**src/rtl/filter_sample_sequencer.sv**
```systemverilog
// Sample-rate sequencer sitting between an upstream sample source and a
// filter engine. A programmable period timer paces the samples. Each tick
// pulls one sample, starts the filter, and captures the filter result.
// Ticks that arrive while a sample is still in flight are dropped and
// flagged. Ticks that find no upstream data are flagged too.
//
// state | meaning
// IDLE  | waiting for a period tick
// LOAD  | src_ready high, sample captured into filt_data_in at end of cycle
// TRIG  | one-cycle start pulse to the filter
// WAIT  | waiting (no timeout) for filter_done, result captured on exit
module filter_sample_sequencer #(
  parameter int DATA_SIZE = 24,
  parameter int DIV_WIDTH = 16
) (
  input  logic                 clk,
  input  logic                 reset,
  input  logic                 enable,
  input  logic [DIV_WIDTH-1:0] div,
  input  logic                 clr_flags,
  input  logic [DATA_SIZE-1:0] src_data,
  input  logic                 src_valid,
  output logic                 src_ready,
  output logic                 sample_trig,
  output logic [DATA_SIZE-1:0] filt_data_in,
  input  logic                 filter_done,
  input  logic [DATA_SIZE-1:0] filt_data_out,
  output logic [DATA_SIZE-1:0] out_data,
  output logic                 out_valid,
  output logic                 overrun,
  output logic                 underrun,
  output logic [15:0]          sample_count
);

  typedef enum logic [1:0] {IDLE, LOAD, TRIG, WAIT} state_t;

  state_t               state;
  state_t               state_nxt;
  logic [DIV_WIDTH-1:0] period_cnt;
  logic [DIV_WIDTH-1:0] period_last;
  logic                 tick;
  logic                 finish;
  logic [15:0]          count_q;

  // Periods shorter than 2 cycles are not meaningful, so they run at 2
  assign period_last = (div < DIV_WIDTH'(2)) ? DIV_WIDTH'(1) : (div - DIV_WIDTH'(1));
  assign tick        = enable && (period_cnt == period_last);
  assign sample_count = count_q;

  // Period counter: runs 0..P-1 while enabled, parked at 0 otherwise.
  // Wrapping on >= keeps it bounded if div shrinks mid-period.
  always_ff @(posedge clk or negedge reset) begin
    if (!reset) begin
      period_cnt <= '0;
    end else if (!enable) begin
      period_cnt <= '0;
    end else if (period_cnt >= period_last) begin
      period_cnt <= '0;
    end else begin
      period_cnt <= period_cnt + DIV_WIDTH'(1);
    end
  end

  // State register
  always_ff @(posedge clk or negedge reset) begin
    if (!reset) begin
      state <= IDLE;
    end else begin
      state <= state_nxt;
    end
  end

  // Next-state and state-decoded handshake outputs
  always_comb begin
    state_nxt   = state;
    src_ready   = 1'b0;
    sample_trig = 1'b0;
    finish      = 1'b0;
    case (state)
      IDLE: begin
        if (tick) begin
          state_nxt = LOAD;
        end
      end
      LOAD: begin
        src_ready = 1'b1;
        state_nxt = TRIG;
      end
      TRIG: begin
        sample_trig = 1'b1;
        state_nxt   = WAIT;
      end
      WAIT: begin
        if (filter_done) begin
          finish    = 1'b1;
          state_nxt = IDLE;
        end
      end
      default: state_nxt = IDLE;
    endcase
  end

  // Sample presented to the filter; held when upstream had nothing to give
  always_ff @(posedge clk or negedge reset) begin
    if (!reset) begin
      filt_data_in <= '0;
    end else if ((state == LOAD) && src_valid) begin
      filt_data_in <= src_data;
    end
  end

  // Result capture, completion pulse and completed-sample counter
  always_ff @(posedge clk or negedge reset) begin
    if (!reset) begin
      out_data  <= '0;
      out_valid <= 1'b0;
      count_q   <= '0;
    end else begin
      out_valid <= finish;
      if (finish) begin
        out_data <= filt_data_out;
        count_q  <= count_q + 16'd1;
      end
    end
  end

  // Sticky flags; a new event in the same cycle wins over the clear
  always_ff @(posedge clk or negedge reset) begin
    if (!reset) begin
      overrun  <= 1'b0;
      underrun <= 1'b0;
    end else begin
      if (tick && (state != IDLE)) begin
        overrun <= 1'b1;
      end else if (clr_flags) begin
        overrun <= 1'b0;
      end
      if ((state == LOAD) && !src_valid) begin
        underrun <= 1'b1;
      end else if (clr_flags) begin
        underrun <= 1'b0;
      end
    end
  end

endmodule
```
**config.mk**
```make
export PLATFORM = sky130hd
export DESIGN_NAME = filter_sample_sequencer
export DESIGN_NICKNAME = d
export VERILOG_FILES = /design/src/rtl/filter_sample_sequencer.sv
export SDC_FILE = /design/constraint.sdc
export NUM_CORES = 1
export LEC_CHECK = 0
export BUFFER_PORTS_ARGS = -buffer_cell sky130_fd_sc_hd__buf_2
export CORE_UTILIZATION = 30
export CTS_CLUSTER_DIAMETER = 50
export DETAILED_ROUTE_END_ITERATION = 12
export HOLD_SLACK_MARGIN = 0.12
export SYNTH_ARGS = -nofsm -noshare
export SYNTH_HDL_FRONTEND = slang
export SYNTH_SLANG_ARGS = --single-unit
```
**constraint.sdc**
```tcl
create_clock -name clk -period 2.1 [get_ports clk]
set_input_delay 0.315 -clock clk [delete_from_list [all_inputs] [get_ports clk]]
set_output_delay 0.315 -clock clk [all_outputs]
set_load 0.01 [all_outputs]
```
==> impl_metrics.toml, run 1 <==
[sta]
setup_ws_ns = -0.542
drv_slew = 0
post-route-period-util_pct = 126
worstMarginPinSlew_ns = 0.413
finClkSkew_ns = 0.00363
finalHoldViolations = 0
rsz0062_at_grt = "yes"
final-setup-viol-count = 19
timing.fmax_ghz = 0.379
period_needed_ns = 2.64
timing.max_slew.rel_slack_pct = 72.4
holdWs_ns = 0.197

[drt]
ant_nets = 0
wl_met3_um = 428
vias_per_cell = 4.72
routedWlPerCell_um = 13.6
routed.top_layer = "met4"
drtIter0Drc = 119
first_pass_iters = 4
vias = 3488
met1Wirelength_um = 4230
drcViolationCount = 0
wirelength_um = 10100
wl_met2_um = 5300

[cts]
clk_path_buf_depth = 2
cts.sinks = 85
path_clk_slew_ns = 0.06
htree_levels = 3
clock_latency_ns = 0.32
cts_buffers = 9
tritoncts = "built"
cts-root-buf = "clkbuf_16"

[placed_design]
place_ws_ns = -0.901
dp.cells = 719
gp_congestion = 0.788
numPortBuffers = 138
dp_hpwl_um = 7620

[yosys]
ys_seq_area_share_pct = 49.8
syn_area_sq_um = 4270
syn_inst = 368
synth_area_leader_cell = "dfrtp_1"
yosysWarnings = 0
synth_area_leaders = "dfrtp_1 (50%), mux2_2 (13%), ha_1 (6.7%)"
synth.top_cell.area_share_pct = 49.8
synth.distinct_cells = 47
synthFlopType = "dfrtp_1"
synth_edf_count = 0
syn_nets = 461
avgSynthCellArea_sq_um = 11.6
async_reset_ff_share_pct = 100
ys_ff_latch = 85

[critical_path]
critPathCaptureType = "flip-flop"
max_stage_delay_ns = 0.62
crit_buf_inv = 2
crit_slowest_cell = "or4_4"
crit_type = "primary input to flip-flop"
worstPathMaxFanout = 16
path_cells = "buf_6 > or4_4 > nor3_4 > nand3_2 > nand2_1 > ha_1 > nand2b_1 > a2111o_1 > a32o_2 > buf_12 > a211oi_1"
crit_path_start_kind = "primary input"
crit_family = "simple AND/OR/NAND/NOR gates"
required_ns = 2.33
arrival_ns = 2.87

[run_status]
violations = "setup timing"
outcome = "complete, but fails checks"

[layout]
multiInputGateArea_sq_um = 2250
fillCellCount = 1346
num_antenna_cells = 0
drive_gt1_share_pct = 51.3
seq_area_sq_um = 2130
stdcell_count = 739
syn_to_final_growth_pct = 42.5
layout.nets = 648

[die]
dieArea_sq_um = 14700
chipWidth_um = 121
rows = 43
num_io_pins = 139
die_h_um = 121
initial_core_util_pct = 30.8
core_sq_um = 13900

[grt]
grt_usage_pct = 13.5
grt_pass1_vias = 3478
antenna_found_initial = 0
grt_pass1_wl_um = 15900
grt_overflow = 0
grt_max_degree = 41

[power_and_ir_drop]
powerDensity_nw_per_um2 = 1020
leakagePower_nw = 2.96
power_mw = 6.21
ir_drop_mv = 0.385

[worst_hold_path]
hp-class = "primary input to flip-flop"

[flow_run]
cap_violations = 0
[registers in the layout, summed over array words and instances (netlist names)]
| name | cells |
|---|---|
| filt_data_in | 24 |
| out_data | 24 |
| period_cnt | 16 |
| sample_count | 16 |
| state | 2 |
| out_valid | 1 |
| overrun | 1 |
| underrun | 1 |
[layer usage]
metal  track usage, %  up-vias
met5                0        -
li1                 -     1688
met3             2.82        8
met4             4.55        0
met2             23.6       79
met1             16.4     1713
[where the power goes]
part | switching [mW] | total, mW | internal (mW) | leakage, nW
clock network | 0.602 | 1.58 | 0.975 | 0.147
registers | 0.316 | 2.51 | 2.19 | 1.07
logic | 1.01 | 2.12 | 1.11 | 1.74
[layout by cell type (no fill, tap or decap), types with 6 or more instances in the layout]
master and count:
dfrtp_1 85, ha_1 20, buf_4 42, mux2_2 49
clkbuf_16 9, nor2_1 10, buf_6 6, buf_2 133
nand3_1 10, xnor2_1 19, nor3_1 13, nand2_1 32
inv_1 13, xor2_1 18, nand4_1 10
[path summary, 6_finish.rpt]
kind / startpoint / end / slack (ns) / cells after the start
worst max-delay path: div[4] / period_cnt[13] / -0.54 / 11
worst min-delay path: src_valid / underrun / 0.20 / 2
worst max register to register: period_cnt[0] / period_cnt[13] / 0.12 / 7
worst min register to register: sample_count[15] / sample_count[15] / 0.47 / 1
max in group asynchronous: reset / state[0] / 1.06 / 3
min in group asynchronous: reset / out_data[2] / 0.47 / 2
[stage by stage]
stage,area (sq um),TNS (ns),util (%)
6_report,6090,-9.45,43.8
5_1_grt,6090,-11.61,43.8
4_1_cts,5940,-8.30,42.8
3_5_place_dp,5560,-16.26,40.0
3_3_place_gp,5560,-14.97,40.0
2_1_floorplan,4330,-10.85,-
[kinds of logic after synthesis]
logic type	after synthesis	synth area share (%)
AND/OR/NAND/NOR	125	16.2
flip-flops	85	49.8
multiplexers	50	13.2
XOR/XNOR	37	7.59
AO/OA/AOI/OAI	25	4.04
buffers and inverters	23	2.46
adder cells (fa/ha/maj)	23	6.74
[cell type report]
type                            count  area share [%]
Sequential cell                    85            35.0
Multi-Input combinational cell    260            36.9
Clock inverter                      4           0.781
Clock buffer                       11            4.15
Inverter                           13           0.802
Timing Repair Buffer              186            18.7
Tap cell                          180            3.70
[synth_stat cells, drive strengths merged (2+ instances only)]
cell and n:
a211oi 3, a21oi 6, and3 7, buf 6, clkbuf 4, dfrtp 85, ha 23, inv 13
mux2 49, nand2 35, nand2b 4, nand3 13, nand4 10, nor2 10, nor3 21, nor3b 3
nor4 9, o21ai 5, o22ai 2, o31ai 2, or3 2, or4 5, xnor2 19, xor2 18
[what timing repair did]
item	in CTS	in global routing
resized for setup	10	24
hold endpoints to repair	29	0
endpoints found under the setup margin	19	19
hold buffers	1	0
setup buffers	3	1
pin swaps	1	14
Power figures use the tool's default switching activity.
==> run 2, diff against run 1 <==
--- a/config.mk
+++ b/config.mk
@@ -5,11 +5,13 @@
 export SDC_FILE = /design/constraint.sdc
 export NUM_CORES = 1
 export LEC_CHECK = 0
+export ABC_AREA = 1
 export BUFFER_PORTS_ARGS = -buffer_cell sky130_fd_sc_hd__buf_2
 export CORE_UTILIZATION = 30
 export CTS_CLUSTER_DIAMETER = 50
 export DETAILED_ROUTE_END_ITERATION = 12
 export HOLD_SLACK_MARGIN = 0.12
+export PLACE_DENSITY = 0.62
 export SYNTH_ARGS = -nofsm -noshare
 export SYNTH_HDL_FRONTEND = slang
 export SYNTH_SLANG_ARGS = --single-unit
==> run 2 against run 1 <==
  * The run now ends clean
  * Sequential power fell by 2%
  * Utilization fell by 0.46 points
  * Clock power down 7%
  * Combinational power shrank 5%
  * Sequential share of layout area decreased by 1.2 points
  * Die area grew 4.3%
==> impl_metrics.toml, run 2 <==
[cts]
clk_path_buf_depth = 2
tritoncts = "built"
cts_buffers = 9
htree_levels = 3
cts.sinks = 85
path_clk_slew_ns = 0.06
clock_latency_ns = 0.34
cts-root-buf = "clkbuf_16"

[yosys]
synth.distinct_cells = 32
synth_area_leaders = "dfrtp_1 (48%), nand2_1 (14%), ha_1 (6.5%)"
syn_area_sq_um = 4460
ys_seq_area_share_pct = 47.7
yosysMostFrequentCell = "nand2_1"
synth.top_cell.area_share_pct = 47.7
avgSynthCellArea_sq_um = 8.56
synthFlopType = "dfrtp_1"
synth_edf_count = 0
syn_nets = 614
yosysWarnings = 0
synth_area_leader_cell = "dfrtp_1"
ys_ff_latch = 85
async_reset_ff_share_pct = 100
syn_inst = 521
synth_common_cells = "nand2_1 (172), dfrtp_1 (85), nor2_1 (56)"

[placed_design]
gp_congestion = 0.815
dp.cells = 868
place_ws_ns = -0.454
dp_hpwl_um = 7880
numPortBuffers = 138

[drt]
wirelength_um = 10700
ant_nets = 0
vias_per_cell = 4.33
drtIter0Drc = 118
vias = 3877
drcViolationCount = 0
routedWlPerCell_um = 11.9
first_pass_iters = 4

[critical_path]
crit_path_start_kind = "primary input"
rrSetupSlack_ns = 0.40
path_cells = "buf_6 > inv_2 > nand2_4 > buf_6 > nor2_4 > buf_6 > buf_6 > a21oi_2 > nand3b_1 > ha_1 > nand2_2 > nor2_4 > nand2_2 > o21ai_2 > nor2_4 > buf_6 > nand2_8 > nor2_1"
crit_top_cell = "buf_6"
critPathCaptureType = "flip-flop"
crit_slowest_cell = "ha_1"
required_ns = 2.33
r2r-end = "period_cnt[7]"
worstPathMaxFanout = 8
reg2reg_depth = 9
crit_type = "primary input to flip-flop"
arrival_ns = 2.30
max_stage_delay_ns = 0.31
rr_startpoint = "period_cnt[3]"

[layout]
reg_top3 = "filt_data_in x24, out_data x24"
final_cell_mix = "nand2_1 (161), buf_2 (132), dfrtp_1 (85), inv_1 (42), buf_4 (37)"
fillCellCount = 1483
fin_util_pct = 43.4
syn_to_final_growth_pct = 41.4
final_common_cell = "nand2_1"
num_antenna_cells = 0
layout.nets = 800
stdcell_count = 896
drive_gt1_share_pct = 42.1

[worst_hold_path]
hp-class = "primary input to flip-flop"
hold_path_startpoint = "src_valid"
min_delay_path_depth = 2
min_to = "underrun"

[grt]
busiest_layer = "met2"
grt_pass1_wl_um = 16700
met2_usage_pct = 22.2
met1_usage_pct = 18.2
antenna_found_initial = 0
grt_overflow = 0
met3_usage_pct = 3.66
grt_usage_pct = 14.0
grt_max_degree = 43
grt_pass1_vias = 3626

[run_status]
outcome = "finished clean"

[sta]
finalHoldViolations = 0
setup_ws_ns = 0.0248
final-setup-viol-count = 0
worstMarginPinSlew_ns = 0.539
finClkSkew_ns = 0.00607
drv_slew = 0
timing.fmax_ghz = 0.482
rsz0062_at_grt = "yes"
holdWs_ns = 0.160
fin_setup_tns_ns = 0
timing.max_slew.rel_slack_pct = 64.1
period_needed_ns = 2.08
post-route-period-util_pct = 98.8

[die]
rows = 44
die_h_um = 124
chipWidth_um = 124
initial_core_util_pct = 30.7
core_sq_um = 14500
num_io_pins = 139
dieArea_sq_um = 15400

[flow_run]
cap_violations = 0

[power_and_ir_drop]
powerDensity_nw_per_um2 = 943
ir_drop_mv = 0.595
leakagePower_nw = 3.30
-- run 2: cell type report --
class / instances / area, sq um / area share (%)
inverter: 53 / 216 / 3.43
tap: 184 / 230 / 3.65
multi-input combinational: 375 / 2350 / 37.3
timing repair buffer: 183 / 1110 / 17.6
clock buffer: 9 / 225 / 3.57
clock inverter: 7 / 48.8 / 0.774
sequential: 85 / 2130 / 33.7
-- run 2: layer usage --
metal | vias to the layer above | share of wire, %
met4 | 0 | 1.5
li1 | 2021 | -
met1 | 1742 | 46
met3 | 15 | 5.6
met2 | 99 | 47
met5 | - | 0
-- run 2: cells by family (layout without fill, tap and decap cells) --
logic type      after synthesis  in the layout  synth area share (%)
compound gates               20             20                  2.53
xor+xnor                     20             20                  3.93
fa+ha+maj                    23             23                  6.45
buf+inv                      62            252                  5.56
flops                        85             85                  47.7
mux                          24             24                  6.06
simple gates                287            288                  27.8
-- run 2: worst max-delay path by stage --
| stage | endpoint | slack, ns | depth (start not counted) | startpoint |
|---|---|---|---|---|
| detailed placement | period_cnt[15] | -0.45 | 15 | div[3] |
| global placement | period_cnt[10] | -0.39 | 15 | div[3] |
| floorplan | period_cnt[13] | 0.006 | 17 | div[2] |
| finish | period_cnt[7] | 0.02 | 18 | div[3] |
| CTS | state[1] | 0.007 | 19 | div[5] |
| global route | period_cnt[7] | -0.10 | 19 | div[2] |
-- run 2: stage by stage --
step | total power, mW | instance area (sq um)
finish | 5.94 | 6310
floorplan | 3.60 | 4510
global route | 6.38 | 6310
detailed placement | 4.47 | 5640
CTS | 5.98 | 5950
global placement | 4.44 | 5640
-- run 2: where the power goes --
group	internal [mW]	switching [mW]
combinational	0.958	1.06
sequential	2.16	0.291
clock	0.805	0.669
-- run 2: worst max-delay path, delay by kind of cell --
family / cells / cell delay [ns]
AOI/OAI and AO/OA: 2 / 0.23
adders and majority gates: 1 / 0.31
buffers and inverters: 6 / 0.61
and+or+nand+nor: 9 / 0.82
-- run 2: what timing repair did --
action,CTS,global route
gates cloned,0,1
resized for setup,5,82
hold buffers,1,0
buffers inserted,1,9
setup endpoints to repair,16,19
endpoints found under the hold margin,39,0
pin swaps,4,39
